==> src/rtl/decode_issue_if.sv <==
// Handshake and bus signals between fetch, decode/issue, register file,
// execute and writeback. The decode/issue stage uses the slave modport.
interface decode_issue_if;
  logic [15:0] i_instr;
  logic        i_instr_valid;
  logic        o_instr_ready;
  logic [3:0]  o_selectA;
  logic [3:0]  o_selectB;
  logic        o_ex_valid;
  logic        i_ex_ready;
  logic [3:0]  o_ex_opcode;
  logic [3:0]  o_ex_rd;
  logic        o_ex_we;
  logic        i_wb_en;
  logic [3:0]  i_wb_sel;
  logic [15:0] o_busy;

  modport slave (
    input  i_instr, i_instr_valid, i_ex_ready, i_wb_en, i_wb_sel,
    output o_instr_ready, o_selectA, o_selectB, o_ex_valid,
           o_ex_opcode, o_ex_rd, o_ex_we, o_busy
  );

  modport master (
    output i_instr, i_instr_valid, i_ex_ready, i_wb_en, i_wb_sel,
    input  o_instr_ready, o_selectA, o_selectB, o_ex_valid,
           o_ex_opcode, o_ex_rd, o_ex_we, o_busy
  );
endinterface

==> src/rtl/decode_issue.sv <==
// Decode/issue stage: scoreboarded hazard stall, register file read select
// steering, and a one-entry issue register aligned with register file data.
module decode_issue #(
  parameter logic [15:0] WRITE_MASK = 16'hFFF0
) (
  input logic           i_clk,
  input logic           i_reset,
  decode_issue_if.slave bus
);

  logic [3:0]  op, rd, rs1, rs2;
  logic        instr_we;
  logic        hazard;
  logic        ready;
  logic        accept;
  logic [15:0] busy_q;
  logic [15:0] set_vec;
  logic [15:0] clr_vec;
  logic [3:0]  held_a_q, held_b_q;
  logic        ex_valid_q;
  logic [3:0]  ex_opcode_q, ex_rd_q;
  logic        ex_we_q;

  assign op  = bus.i_instr[15:12];
  assign rd  = bus.i_instr[11:8];
  assign rs1 = bus.i_instr[7:4];
  assign rs2 = bus.i_instr[3:0];

  // Hazard check uses the registered scoreboard only: a bit being cleared by
  // writeback this cycle is still busy because the register file has no bypass.
  always_comb begin
    instr_we = WRITE_MASK[op] && (rd != 4'd0);
    hazard   = ((rs1 != 4'd0) && busy_q[rs1]) ||
               ((rs2 != 4'd0) && busy_q[rs2]) ||
               (instr_we && busy_q[rd]);
    ready    = !hazard && (!ex_valid_q || bus.i_ex_ready);
    accept   = bus.i_instr_valid && ready;
  end

  // Scoreboard set/clear vectors; r0 never tracked, set wins over clear.
  always_comb begin
    set_vec = 16'h0000;
    clr_vec = 16'h0000;
    if (accept && instr_we)
      set_vec = 16'h0001 << rd;
    if (bus.i_wb_en && (bus.i_wb_sel != 4'd0))
      clr_vec = 16'h0001 << bus.i_wb_sel;
  end

  // Scoreboard register.
  always_ff @(posedge i_clk or posedge i_reset) begin
    if (i_reset)
      busy_q <= 16'h0000;
    else
      busy_q <= (busy_q & ~clr_vec) | set_vec;
  end

  // Held read selects keep register file data stable while the issue slot is held.
  always_ff @(posedge i_clk or posedge i_reset) begin
    if (i_reset) begin
      held_a_q <= 4'd0;
      held_b_q <= 4'd0;
    end else if (accept) begin
      held_a_q <= rs1;
      held_b_q <= rs2;
    end
  end

  // Issue register: load on accept, drain when execute consumes, else hold.
  always_ff @(posedge i_clk or posedge i_reset) begin
    if (i_reset) begin
      ex_valid_q  <= 1'b0;
      ex_opcode_q <= 4'd0;
      ex_rd_q     <= 4'd0;
      ex_we_q     <= 1'b0;
    end else if (accept) begin
      ex_valid_q  <= 1'b1;
      ex_opcode_q <= op;
      ex_rd_q     <= rd;
      ex_we_q     <= instr_we;
    end else if (bus.i_ex_ready) begin
      ex_valid_q  <= 1'b0;
    end
  end

  assign bus.o_instr_ready = ready;
  assign bus.o_selectA     = accept ? rs1 : held_a_q;
  assign bus.o_selectB     = accept ? rs2 : held_b_q;
  assign bus.o_ex_valid    = ex_valid_q;
  assign bus.o_ex_opcode   = ex_opcode_q;
  assign bus.o_ex_rd       = ex_rd_q;
  assign bus.o_ex_we       = ex_we_q;
  assign bus.o_busy        = busy_q;

endmodule

==> src/flat_wrapper.sv <==
// flat-port wrapper written by rule: the top's interface ports become plain ports
module decode_issue_flat 
#(
  parameter logic [15:0] WRITE_MASK = 16'hFFF0
)
  (i_clk, i_reset, bus_i_instr, bus_i_instr_valid, bus_i_ex_ready, bus_i_wb_en, bus_i_wb_sel, bus_o_instr_ready, bus_o_selectA, bus_o_selectB, bus_o_ex_valid, bus_o_ex_opcode, bus_o_ex_rd, bus_o_ex_we, bus_o_busy);
  decode_issue_if bus_i ();
  input logic i_clk;
  input logic i_reset;
  input wire logic [$bits(bus_i.i_instr)-1:0] bus_i_instr;
  input wire logic [$bits(bus_i.i_instr_valid)-1:0] bus_i_instr_valid;
  input wire logic [$bits(bus_i.i_ex_ready)-1:0] bus_i_ex_ready;
  input wire logic [$bits(bus_i.i_wb_en)-1:0] bus_i_wb_en;
  input wire logic [$bits(bus_i.i_wb_sel)-1:0] bus_i_wb_sel;
  output wire logic [$bits(bus_i.o_instr_ready)-1:0] bus_o_instr_ready;
  output wire logic [$bits(bus_i.o_selectA)-1:0] bus_o_selectA;
  output wire logic [$bits(bus_i.o_selectB)-1:0] bus_o_selectB;
  output wire logic [$bits(bus_i.o_ex_valid)-1:0] bus_o_ex_valid;
  output wire logic [$bits(bus_i.o_ex_opcode)-1:0] bus_o_ex_opcode;
  output wire logic [$bits(bus_i.o_ex_rd)-1:0] bus_o_ex_rd;
  output wire logic [$bits(bus_i.o_ex_we)-1:0] bus_o_ex_we;
  output wire logic [$bits(bus_i.o_busy)-1:0] bus_o_busy;
  assign bus_i.i_instr = bus_i_instr;
  assign bus_i.i_instr_valid = bus_i_instr_valid;
  assign bus_i.i_ex_ready = bus_i_ex_ready;
  assign bus_i.i_wb_en = bus_i_wb_en;
  assign bus_i.i_wb_sel = bus_i_wb_sel;
  assign bus_o_instr_ready = bus_i.o_instr_ready;
  assign bus_o_selectA = bus_i.o_selectA;
  assign bus_o_selectB = bus_i.o_selectB;
  assign bus_o_ex_valid = bus_i.o_ex_valid;
  assign bus_o_ex_opcode = bus_i.o_ex_opcode;
  assign bus_o_ex_rd = bus_i.o_ex_rd;
  assign bus_o_ex_we = bus_i.o_ex_we;
  assign bus_o_busy = bus_i.o_busy;
  decode_issue #(.WRITE_MASK(WRITE_MASK)) u_core (.i_clk(i_clk), .i_reset(i_reset), .bus(bus_i));
endmodule
==> config.mk <==
export PLATFORM = sky130hd
export DESIGN_NAME = decode_issue_flat
export DESIGN_NICKNAME = d
export VERILOG_FILES = /design/src/rtl/decode_issue_if.sv /design/src/rtl/decode_issue.sv /design/src/flat_wrapper.sv
export SDC_FILE = /design/constraint.sdc
export NUM_CORES = 1
export LEC_CHECK = 0
export CAP_MARGIN = 20
export CORE_ASPECT_RATIO = 0.8
export CORE_MARGIN = 2
export CORE_UTILIZATION = 28
export DETAILED_ROUTE_END_ITERATION = 8
export GPL_TIMING_DRIVEN = 1
export PLACE_DENSITY_LB_ADDON = 0.12
export SLEW_MARGIN = 20
export SYNTH_ARGS = -nofsm -noshare
export SYNTH_HDL_FRONTEND = slang
export SYNTH_SLANG_ARGS = --single-unit
==> constraint.sdc <==
create_clock -name i_clk -period 3.8 [get_ports i_clk]
set_input_delay 0.76 -clock i_clk [delete_from_list [all_inputs] [get_ports i_clk]]
set_output_delay 0.76 -clock i_clk [all_outputs]
set_load 0.01 [all_outputs]
* Word level (Yosys, flattened, before mapping)
Memory sizes are Yosys's and may differ from the RTL's.
Cells that the tools add are included.
** Storage, ports and cells
- Bits in registers :: 34
- Bits in latches :: 0
- Memory bits (writable) :: 0
- Bits in read-only memories :: 16
- Bits of input ports :: 25
- Output and inout bits :: 35
- Logic and storage cells :: 48
- Memories kept :: 1
** Memory list
- (name not given) :: depth 16, bits a word 1, read ports 1, clocked after memory_dff 0, wr ports 0, RTL line decode_issue.sv:32 : instr_we = WRITE_MASK[op] && (rd != 4'd0);
** Operators by class
- $add $sub $neg :: 0
- Multiply operators :: 0
- Div/mod/pow operators :: 0
- Order comparisons :: 4
- Equal/unequal tests :: 0
- Shifts and indexed selects :: 2
- Muxes and demuxes :: 13
- Bitwise logic cells :: 3
- Reductions and logical operators :: 18
** Operators with widths (count)
- 2-to-1 mux 16 bit :: 2
- << shifter 1 x 4 -> 16 bit, first input constant :: 2
- < comparator 4 x 5 -> 1 bit, second input constant :: 4
- bitwise AND 16 bit :: 1
- inverter 16 bit :: 1
- OR 16 bit :: 1
- nonzero test 4 bit :: 4
- binary-select mux 1 bit (select 4 bit) :: 3
- logical AND 1 bit :: 8
- 2-to-1 mux 4 bit :: 2
- 2-to-1 mux 1 bit :: 6
- logical OR 1 bit :: 3
- zero test 1 bit :: 2
- nonzero test 2 bit :: 1

* Longest topological paths before layout
Gate-level depths: netlist (run 1).
- Word-level depth :: 11
- Depth in mapped cells :: 9

* Worst setup path before layout (run 1)
No wires, ideal clock.
- Path type :: input to output
- From :: in bus_i_instr[6]
- To :: out bus_o_selectA[0]
- Data arrival time :: 2.811 ns
- Path slack :: 0.229 ns
- Stages on the path :: 8
- Path buffers :: 2
- Cell sequence :: buf_6 > mux2_2 > a2111oi_4 > nor4_1 > a2111o_1 > nor2_4 > buf_4 > mux2_2
** On the way
- Cells in the longest elaborated chain, start to end :: 9
- Elaborated cells on any way between the ends :: 10
- Classes of those cells :: 3 x mux; 7 x reduce/logical
** RTL lines
- start: declaration :: RTL line flat_wrapper.sv:10 : input wire logic [$bits(bus_i.i_instr)-1:0] bus_i_instr;
- binary-select mux 1 bit (select 4 bit) :: RTL line decode_issue.sv:33 : hazard = ((rs1 != 4'd0) && busy_q[rs1]) ||
- 2-to-1 mux 1 bit (not written as such) :: RTL line decode_issue.sv:33
- logical AND 1 bit * :: RTL line decode_issue.sv:33
- logical OR 1 bit * :: RTL line decode_issue.sv:33
- logical OR 1 bit * :: RTL line decode_issue.sv:34 : ((rs2 != 4'd0) && busy_q[rs2]) ||
- zero test 1 bit * :: RTL line decode_issue.sv:36 : ready = !hazard && (!ex_valid_q || bus.i_ex_ready);
- logical AND 1 bit * :: RTL line decode_issue.sv:36
- logical AND 1 bit * :: RTL line decode_issue.sv:37 : accept = bus.i_instr_valid && ready;
- 2-to-1 mux 4 bit * :: RTL line decode_issue.sv:87 : assign bus.o_selectA = accept ? rs1 : held_a_q;
- end: declaration :: RTL line flat_wrapper.sv:16 : output wire logic [$bits(bus_i.o_selectA)-1:0] bus_o_selectA;
Mark *: on every way between the ends. The rest lies on a longest branch, timed or not. The select of a mux whose other input is x is not followed.

* Worst setup path after layout (run 1)
- From :: in bus_i_instr[14]
- To :: out bus_o_selectB[1]
** On the way
- Cells in the longest elaborated chain, start to end :: 9
** RTL lines
- memory read (16 x 1 bit)
- 2-to-1 mux 1 bit (not written as such) :: RTL line decode_issue.sv:32
- logical AND 1 bit :: RTL line decode_issue.sv:32
- logical AND 1 bit :: RTL line decode_issue.sv:35 : (instr_we && busy_q[rd]);
- logical OR 1 bit :: RTL line decode_issue.sv:34
- zero test 1 bit :: RTL line decode_issue.sv:36
- logical AND 1 bit :: RTL line decode_issue.sv:36
- logical AND 1 bit :: RTL line decode_issue.sv:37
- 2-to-1 mux 4 bit :: RTL line decode_issue.sv:88 : assign bus.o_selectB = accept ? rs2 : held_b_q;
- end: declaration :: RTL line flat_wrapper.sv:17 : output wire logic [$bits(bus_i.o_selectB)-1:0] bus_o_selectB;
Every way passes these cells. The select of a mux whose other input is x is not followed.

==> summary.txt, run 1 <==
Status = completed
Crit path DAT = 2940 ps
Final min period = 3700 ps
Antenna-violating nets left = 0
Netlist cell types = 33
Die ar. = 7470 um^2
Area after DPL = 2710 um^2
Residual DRC count = 0
TritonRoute pass-1 iters = 4
Crit path cell chain = clkdlybuf4s50_1 -> nor2_1 -> or3b_2 -> a21boi_2 -> a2111o_1 -> nor2_4 -> buf_6 -> mux2_4 -> buf_6
Routed wire length per instance = 17.5 um
Area Growth Syn to Fin = 53.7%
Die height = 77.7 um
Post-synth ARST share = 100%
Syn Inst Count = 164
Design area = 2920 um^2
Unrepaired setup endpoints after global routing = false
Share of cells above drive strength 1 = 34.9%
Final Hold Fails = 0
CP startpoint kind = primary input
Synth top area share = 44.8%
CTS tree = done
Placed instance count = 322
Net count after synthesis = 189
First-pass GRT wire length = 9.57 mm
Largest net degree at the start of global routing = 35
Slew headroom = 69.9%
Worst path required time = 3040 ps
Seq/Total Area, Yosys = 44.8%
Fin crit share = 97.4%
Antenna Cells = 0
Top-count cell post-synth = dfrtp_1
Most frequent CP cell = buf_6
Num rows = 26
Initial antenna violation count = 0
Max incr delay on CP = 520 ps
Number of global-route vias before repair = 1727
Clock-pin slew on the worst setup and hold paths = 70 ps
Max Root-Sink Buffers = 2
Top cells by count, synth = dfrtp_1, mux2_2, o21ai_0, o31ai_1, nand2_1
Lkg Pwr = 1.25 nW
Setup Skew = 9.20 ps
Syn Area/Cell = 11.6 um^2
Synth Register Bits = 34
Post-synth EDFFs = 0
CP Max Fanout = 3
IO Port Bufs = 59
Vias per std cell = 5.11
Overflow after GRT = 0
I/O pin total = 60
Main area contributors after synthesis = dfrtp_1, mux2_2, o31ai_1, mux4_2, o21ai_0
Biggest area consumer among synthesized cells = dfrtp_1
Least-Margin Pin Slew = 451 ps
GR Util met3 = 4.37%
Post-Syn Area = 1900 um^2
Cell Count, Final, Fillers Out = 336
Hold_ws = 378 ps
DRT iter0 DRCs = 122
Clock Latency Late Sink = 290 ps
Final core utilization = 45.1%
Cts-stage hold buffer count = 0
Top_reg_cell synth = dfrtp_1
Final net count = 276
Chip width = 96.1 um
Num CTS Buffers = 5
Gpl congestion = 0.881
Grt met1 use = 26.1%
Total power = 0.00154 W
Finish-stage setup viols = 0
Busiest grt layer = met1
Max Cap Viol = 0
Fmax = 270 MHz
Hold crit path type = reg2reg
WL final = 5.89 mm
PwrDens = 526 nW/um^2
Initial Util = 29.4%
Critical path class = in2out
Core footprint = 6470 um^2
Ys Warns = 0
Max stage delay cell, worst path = clkdlybuf4s50_1
Final Max Tran Viols = 0
Dpl hpwl = 4.41 mm
GRT Total Usage = 17.1%
VDD IR max = 0.196 mV
CP endpoint kind = output port
Root Buffer = clkbuf_8
Via count = 1718
Met2 usage in global routing = 24.4%
H-tree depth = 2
CTS sink count = 34
## final cells by class
type	instances	area, um^2
clock buffers	7	86.3
clock inverters	1	5.00
fillers	645	3550
inverters	4	15.0
multi-input cells	119	1050
flip-flops and latches	34	851
well taps	84	105
repair buffers	87	805
## cell usage in the layout, fill, tap and decap left out, drive strengths merged, types with 2 or more instances in the layout
cell type / instances
nand3: 5
or3b: 2
clkbuf: 9
nor2b: 7
nand2b: 5
a21oi: 2
o31ai: 16
dlygate4sd2: 3
dlymetal6s2s: 4
nor4: 2
o22ai: 2
clkdlybuf4s50: 40
or2: 2
clkdlybuf4s15: 2
nand3b: 4
mux4: 6
nor2: 7
inv: 4
dfrtp: 34
nand2: 8
o21ai: 16
a221oi: 2
buf: 36
mux2: 24
## cells by family after synthesis
family / share of synthesized area, %
muxes: 22.1
and+or+nand+nor: 13.5
buffers and inverters: 3.75
AOI/OAI and AO/OA: 15.9
DFF: 44.8
## power by group
part | leakage, nW | internal [W] | total [W] | switching (W)
clock network | 0.0482 | 0.000146 | 0.000281 | 0.000134
logic | 0.776 | 0.000414 | 0.000700 | 0.000286
registers | 0.423 | 0.000477 | 0.000557 | 0.0000799
## path summary, 6_finish.rpt
path                                          to                   from  slack (ps)  cells after the start
hold reg to reg             u_core.bus.o_busy[0]   u_core.bus.o_busy[0]         380                      0
max in group asynchronous     u_core.held_a_q[3]                i_reset        2610                      3
setup / recovery                bus_o_selectB[1]        bus_i_instr[14]         100                      9
hold / removal              u_core.bus.o_busy[0]   u_core.bus.o_busy[0]         380                      0
min in group asynchronous  u_core.bus.o_ex_rd[1]                i_reset         880                      3
setup reg to reg           u_core.bus.o_busy[13]  u_core.bus.o_busy[13]         980                      8
## sequential cells by signal, indices dropped and copies added (netlist names)
name / count
u_core.bus.o_busy: 16
u_core.bus.o_ex_opcode: 4
u_core.bus.o_ex_rd: 4
u_core.held_a_q: 4
u_core.held_b_q: 4
u_core.bus.o_ex_valid: 1
u_core.bus.o_ex_we: 1
## per-stage QoR
stage               setup TNS (ps)  setup WS, ps
floorplan                        0           229
global placement             -6480          -740
detailed placement           -6330          -728
CTS                          -83.8         -22.3
global route                     0          5.88
finish                           0          99.7
## layer usage
metal	up-vias	wire, um
li1	802	-
met1	842	2780
met2	70	2610
met3	4	462
met4	0	33
met5	-	0
## worst max-delay path, delay by kind of cell
| family | cells | cell delay, ps |
|---|---|---|
| buf+inv | 3 | 770 |
| simple gates | 3 | 640 |
| compound gates | 2 | 460 |
| mux | 1 | 300 |
## what timing repair did
action                                  4_1_cts  5_1_grt
pin swaps                                     5        6
setup buffers                                 5        0
gates cloned                                  1        0
endpoints found under the setup margin        9        9
gates resized for setup                      50       28
Power figures use the tool's default switching activity.
==> run 2: changes to the inputs <==
- CTS_BUF_LIST: not set -> sky130_fd_sc_hd__clkbuf_16
- DONT_BUFFER_PORTS: not set -> 1
- HOLD_SLACK_MARGIN: not set -> 0.03
==> run 2 against run 1 <==
First-iteration DRC count is 6.6% lower. Clock power is 31% higher. Global-route usage is 1.3 points lower. Cell area is 27% lower. Via count is 17% lower. Routed wire length is 5.0% lower. Largest power group is now registers. Utilization is 12 points lower. Critical path type unchanged. Sequential share of layout area is 11 points higher.
==> summary.txt, run 2 (synthesis results as in run 1) <==
Dpl hpwl = 4.26 mm (-3.4%)
Multi-input gate area = 978 um^2 (-7.2%)
Hold_ws = 320 ps (-58.3 ps)
Finish-stage setup viols = 0 (unchanged)
Cell Count, Final, Fillers Out = 253 (-25%)
Flip-flop count of the largest register after layout = 16 (unchanged)
Max Cap Viol = 0 (unchanged)
Final Max Tran Viols = 0 (unchanged)
PwrDens = 616 nW/um^2 (+17%)
Residual DRC count = 0 (unchanged)
Clock Latency Late Sink = 270 ps (-20 ps)
Core footprint = 6470 um^2 (unchanged)
DRT iter0 DRCs = 114 (-6.6%)
Initial Util = 29.4% (unchanged)
H-tree depth = 2 (unchanged)
Antenna Cells = 0 (unchanged)
CP Max Fanout = 13 (+10)
FF+latch area = 851 um^2 (unchanged)
Final Hold Fails = 0 (unchanged)
Num rows = 26 (unchanged)
Unrepaired setup endpoints after global routing = false
Cts-stage hold buffer count = 0 (unchanged)
GRT Total Usage = 15.8% (-1.3 points)
Final min period = 3550 ps (-146 ps)
Share of cells above drive strength 1 = 27.8% (-7.1 points)
Overflow after GRT = 0 (unchanged)
Largest net degree at the start of global routing = 25 (-29%)
Die ar. = 7470 um^2 (unchanged)
Most frequent cells in the layout = dfrtp_1, mux2_2, o21ai_0, o31ai_1, nand2_1
Number of global-route vias before repair = 1543 (-11%)
Post-CTS setup buffers = 0 (-5)
Clock-pin slew on the worst setup and hold paths = 50 ps (-20 ps)
TritonRoute pass-1 iters = 4 (unchanged)
CP endpoint kind = output port
Fin crit share = 93.5% (-3.8 points)
Via count = 1431 (-17%)
Routed wire length per instance = 22.1 um (+26%)
Least-Margin Pin Slew = 576 ps (+125 ps)
Fmax = 281 MHz (+4.1%)
Slew headroom = 61.4% (-8.5 points)
Gpl congestion = 0.846 (-4.0%)
Root Buffer = clkbuf_16
Hold crit path type = in2async
IO Port Bufs = 0 (-100%)
I/O pin total = 60 (unchanged)
Crit path DAT = 2790 ps (-150 ps)
Die height = 77.7 um (unchanged)
VDD IR max = 0.148 mV (-24%)
Vias per std cell = 5.66 (+11%)
Placed instance count = 246 (-24%)
Setup Skew = 3.18 ps (-6.02 ps)
Max Root-Sink Buffers = 2 (unchanged)
Lkg Pwr = 0.844 nW (-32%)
Final core utilization = 33.0% (-12 points)
First-pass GRT wire length = 8.87 mm (-7.3%)
CTS resizes = 0 (-100%)
CTS sink count = 34 (unchanged)
CTS tree = done
Worst path required time = 3040 ps (about the same)
Chip width = 96.1 um (unchanged)
Setup_tns = 0 ps (unchanged)
Initial antenna violation count = 0 (unchanged)
Commonest non-fill, non-tap cell in the layout = dfrtp_1
Antenna-violating nets left = 0 (unchanged)
Critical path class = in2out
Area Growth Syn to Fin = 12.5%
Final net count = 195 (-29%)
CP startpoint kind = primary input
Fillers = 636 (-1.4%)
Status = completed
Num CTS Buffers = 5 (unchanged)
WL final = 5.59 mm (-5.0%)
[run 2: cell count changes in the layout (fill, tap and decap cells not counted), moves of 5 or more]
cell	previous run	this run
clkbuf_16	0	5
buf_6	9	0
clkbuf_8	6	0
buf_4	24	6
clkdlybuf4s50_1	40	0
mux2_2	18	24
mux2_4	6	0
[run 2: routing by layer]
| layer | vias to the layer above | track usage (%) | part of all wire [%] |
|---|---|---|---|
| li1 | 631 | - | - |
| met1 | 729 | 21.9 | 45 |
| met2 | 63 | 23.7 | 46 |
| met3 | 8 | 5.24 | 7.7 |
| met4 | 0 | 4.00 | 1.5 |
| met5 | - | 0 | 0 |
[run 2: final timing paths]
| path | start | to | cells after the start | slack, ps |
|---|---|---|---|---|
| max reg2reg | u_core.bus.o_busy[13] | u_core.bus.o_ex_opcode[1] | 7 | 1050 |
| max in group asynchronous | i_reset | u_core.bus.o_ex_opcode[0] | 3 | 2830 |
| min | i_reset | u_core.held_b_q[0] | 1 | 320 |
| max | bus_i_instr[6] | bus_o_selectA[3] | 6 | 250 |
| min in group i_clk | u_core.bus.o_busy[0] | u_core.bus.o_busy[0] | 0 | 450 |
| min reg2reg | u_core.bus.o_busy[0] | u_core.bus.o_busy[0] | 0 | 450 |
[run 2: where the power goes]
group | internal (W) | switching (W)
clock network | 0.000233 | 0.000137
registers | 0.000478 | 0.000138
logic | 0.000166 | 0.000166
total | 0.000877 | 0.000441
[run 2: critical path, stage by stage]
cell,delay (ps)
mux2_2,340
a2111oi_4,330
nor4_1,110
a2111o_1,460
nor2_4,370
mux2_2,430
[run 2: final cells by class]
| class | instances | share of cell area [%] |
|---|---|---|
| clock buffers | 5 | 5.85 |
| clock inverters | 1 | 0.176 |
| inverters | 4 | 0.702 |
| multi-input cells | 118 | 45.8 |
| flip-flops and latches | 34 | 39.8 |
| well taps | 84 | 4.92 |
| repair buffers | 7 | 2.81 |
[run 2: metrics by stage]
step / cell area, um^2 / power [W] / worst slack (ps)
floorplan: 1900 / 0.000850 / 229
global placement: 1990 / 0.000949 / 265
detailed placement: 1990 / 0.000956 / 212
CTS: 2120 / 0.00133 / 215
global route: 2140 / 0.00140 / 61.6
finish: 2140 / 0.00132 / 246
==> run 3: changes to the inputs <==
- SLEW_MARGIN: 20 -> 15
==> run 3 against run 2 <==
Register-to-register slack about the same. Die area unchanged. Setup slack improved by 1.6 ps. Maximum frequency about the same. Non-clock buffer count unchanged. Sequential share of layout area decreased by 0.23 points. Sequential power about the same. Largest cell class unchanged. First-iteration DRC count increased by 0.88%. Flip-flop and latch count unchanged. Total power increased by 0.12%.
==> summary.txt, run 3 (synthesis results as in run 1) <==
Initial Util = 29.4% (unchanged)
Least-Margin Pin Slew = 564 ps (-11.3 ps)
Die height = 77.7 um (unchanged)
R2R Setup Slk = 1060 ps (about the same)
Top Layer Used = met4
Chip width = 96.1 um (unchanged)
Met1 WL = 2.50 mm (-0.12%)
Commonest non-fill, non-tap cell in the layout = dfrtp_1
VDD IR max = 0.148 mV (-0.35%)
H-tree depth = 2 (unchanged)
Area Growth Syn to Fin = 13.2%
CP Max Fanout = 13 (unchanged)
Initial antenna violation count = 0 (unchanged)
Routed wire length per instance = 22.0 um (-0.54%)
Clock-pin slew on the worst setup and hold paths = 50 ps (about the same)
Largest net degree at the start of global routing = 25 (unchanged)
Die ar. = 7470 um^2 (unchanged)
IO Port Bufs = 0 (unchanged)
Placed instance count = 246 (unchanged)
Num rows = 26 (unchanged)
Antenna Cells = 0 (unchanged)
Num CTS Buffers = 5 (unchanged)
Fmax = 281 MHz (about the same)
Antenna-violating nets left = 0 (unchanged)
First-pass GRT wire length = 8.87 mm (unchanged)
Crit path DAT = 2790 ps (about the same)
Via count = 1439 (+0.56%)
GRT Total Usage = 15.8% (unchanged)
Hold crit path type = in2async
Met3 wire len = 413 um (-4.4%)
Final core utilization = 33.2% (+0.19 points)
Root Buffer = clkbuf_16
Final min period = 3550 ps (-1.55 ps)
Cts-stage hold buffer count = 0 (unchanged)
CTS resizes = 0 (unchanged)
CTS tree = done
Cell Count, Final, Fillers Out = 253 (unchanged)
Overflow after GRT = 0 (unchanged)
Clock Latency Late Sink = 270 ps (about the same)
Final net count = 195 (unchanged)
Gpl congestion = 0.846 (unchanged)
CP startpoint kind = primary input
Setup Skew = 4.34 ps (+1.16 ps)
Post-CTS setup buffers = 0 (unchanged)
Final Max Tran Viols = 0 (unchanged)
Max Cap Viol = 0 (unchanged)
Unrepaired setup endpoints after global routing = false
Share of cells above drive strength 1 = 27.8% (unchanged)
WL final = 5.56 mm (-0.54%)
Max Root-Sink Buffers = 2 (unchanged)
Vias per std cell = 5.69 (+0.56%)
PwrDens = 613 nW/um^2 (-0.46%)
Status = completed
Met2 wire len = 2.54 mm (-1.0%)
Slew headroom = 62.2% (+0.76 points)
Most frequent cells in the layout = dfrtp_1, mux2_2, o21ai_0, o31ai_1, nand2_1
CP endpoint kind = output port
Core footprint = 6470 um^2 (unchanged)
TritonRoute pass-1 iters = 4 (unchanged)
Dpl hpwl = 4.26 mm (unchanged)
Critical path class = in2out
Fin crit share = 93.5% (about the same)
DRT iter0 DRCs = 115 (+0.88%)
Final Hold Fails = 0 (unchanged)
Worst path required time = 3040 ps (about the same)
Residual DRC count = 0 (unchanged)
Lkg Pwr = 0.849 nW (+0.62%)
Setup_tns = 0 ps (unchanged)
I/O pin total = 60 (unchanged)
Fillers = 634 (-0.31%)
Number of global-route vias before repair = 1543 (unchanged)
Finish-stage setup viols = 0 (unchanged)
Flip-flop count of the largest register after layout = 16 (unchanged)
CTS sink count = 34 (unchanged)
[run 3: cell counts in the layout (fill, tap and decap cells not counted)]
Identical to the previous run, type by type.
[run 3: per-stage QoR]
| step | total power (W) | setup slack [ps] | instance area [um^2] | hold WS (ps) |
|---|---|---|---|---|
| 2_1_floorplan | 0.000850 | 229 | 1900 | 494 |
| 3_3_place_gp | 0.000949 | 265 | 1990 | 443 |
| 3_5_place_dp | 0.000956 | 212 | 1990 | 442 |
| 4_1_cts | 0.00133 | 215 | 2120 | 452 |
| 5_1_grt | 0.00140 | 61.6 | 2150 | 336 |
| 6_report | 0.00132 | 247 | 2150 | 328 |
[run 3: final timing paths]
path | from | endpoint | cells past startpoint
max in group asynchronous | i_reset | u_core.bus.o_ex_opcode[0] | 3
worst max-delay path | bus_i_instr[6] | bus_o_selectB[1] | 6
worst max register to register | u_core.bus.o_busy[13] | u_core.bus.o_ex_opcode[1] | 7
min in group i_clk | u_core.bus.o_busy[0] | u_core.bus.o_busy[0] | 0
worst min-delay path | i_reset | u_core.held_b_q[0] | 1
worst min register to register | u_core.bus.o_busy[0] | u_core.bus.o_busy[0] | 0
[run 3: layout make-up]
type,count,area (um^2),share of cell area [%]
clock buffer,5,125,5.82
clock inverter,1,3.75,0.175
inverter,4,15.0,0.698
multi-input combinational,118,978,45.5
sequential,34,851,39.6
tap,84,105,4.89
timing repair buffer,7,72.6,3.37
[run 3: critical path, stage by stage]
cell       delay (ps)
mux2_2            340
a2111oi_4         330
nor4_1            110
a2111o_1          460
nor2_4            360
mux2_2            430
[run 3: where the power goes]
| group | total [W] | internal, W | switching [W] |
|---|---|---|---|
| clock | 0.000369 | 0.000233 | 0.000137 |
| sequential | 0.000615 | 0.000478 | 0.000138 |
| combinational | 0.000334 | 0.000168 | 0.000166 |
| total | 0.00132 | 0.000878 | 0.000441 |
[run 3: metal layers]
metal / vias up / GRT usage, %
met4: 0 / 4.00
li1: 631 / -
met1: 737 / 21.9
met3: 10 / 5.24
met5: - / 0
met2: 61 / 23.7
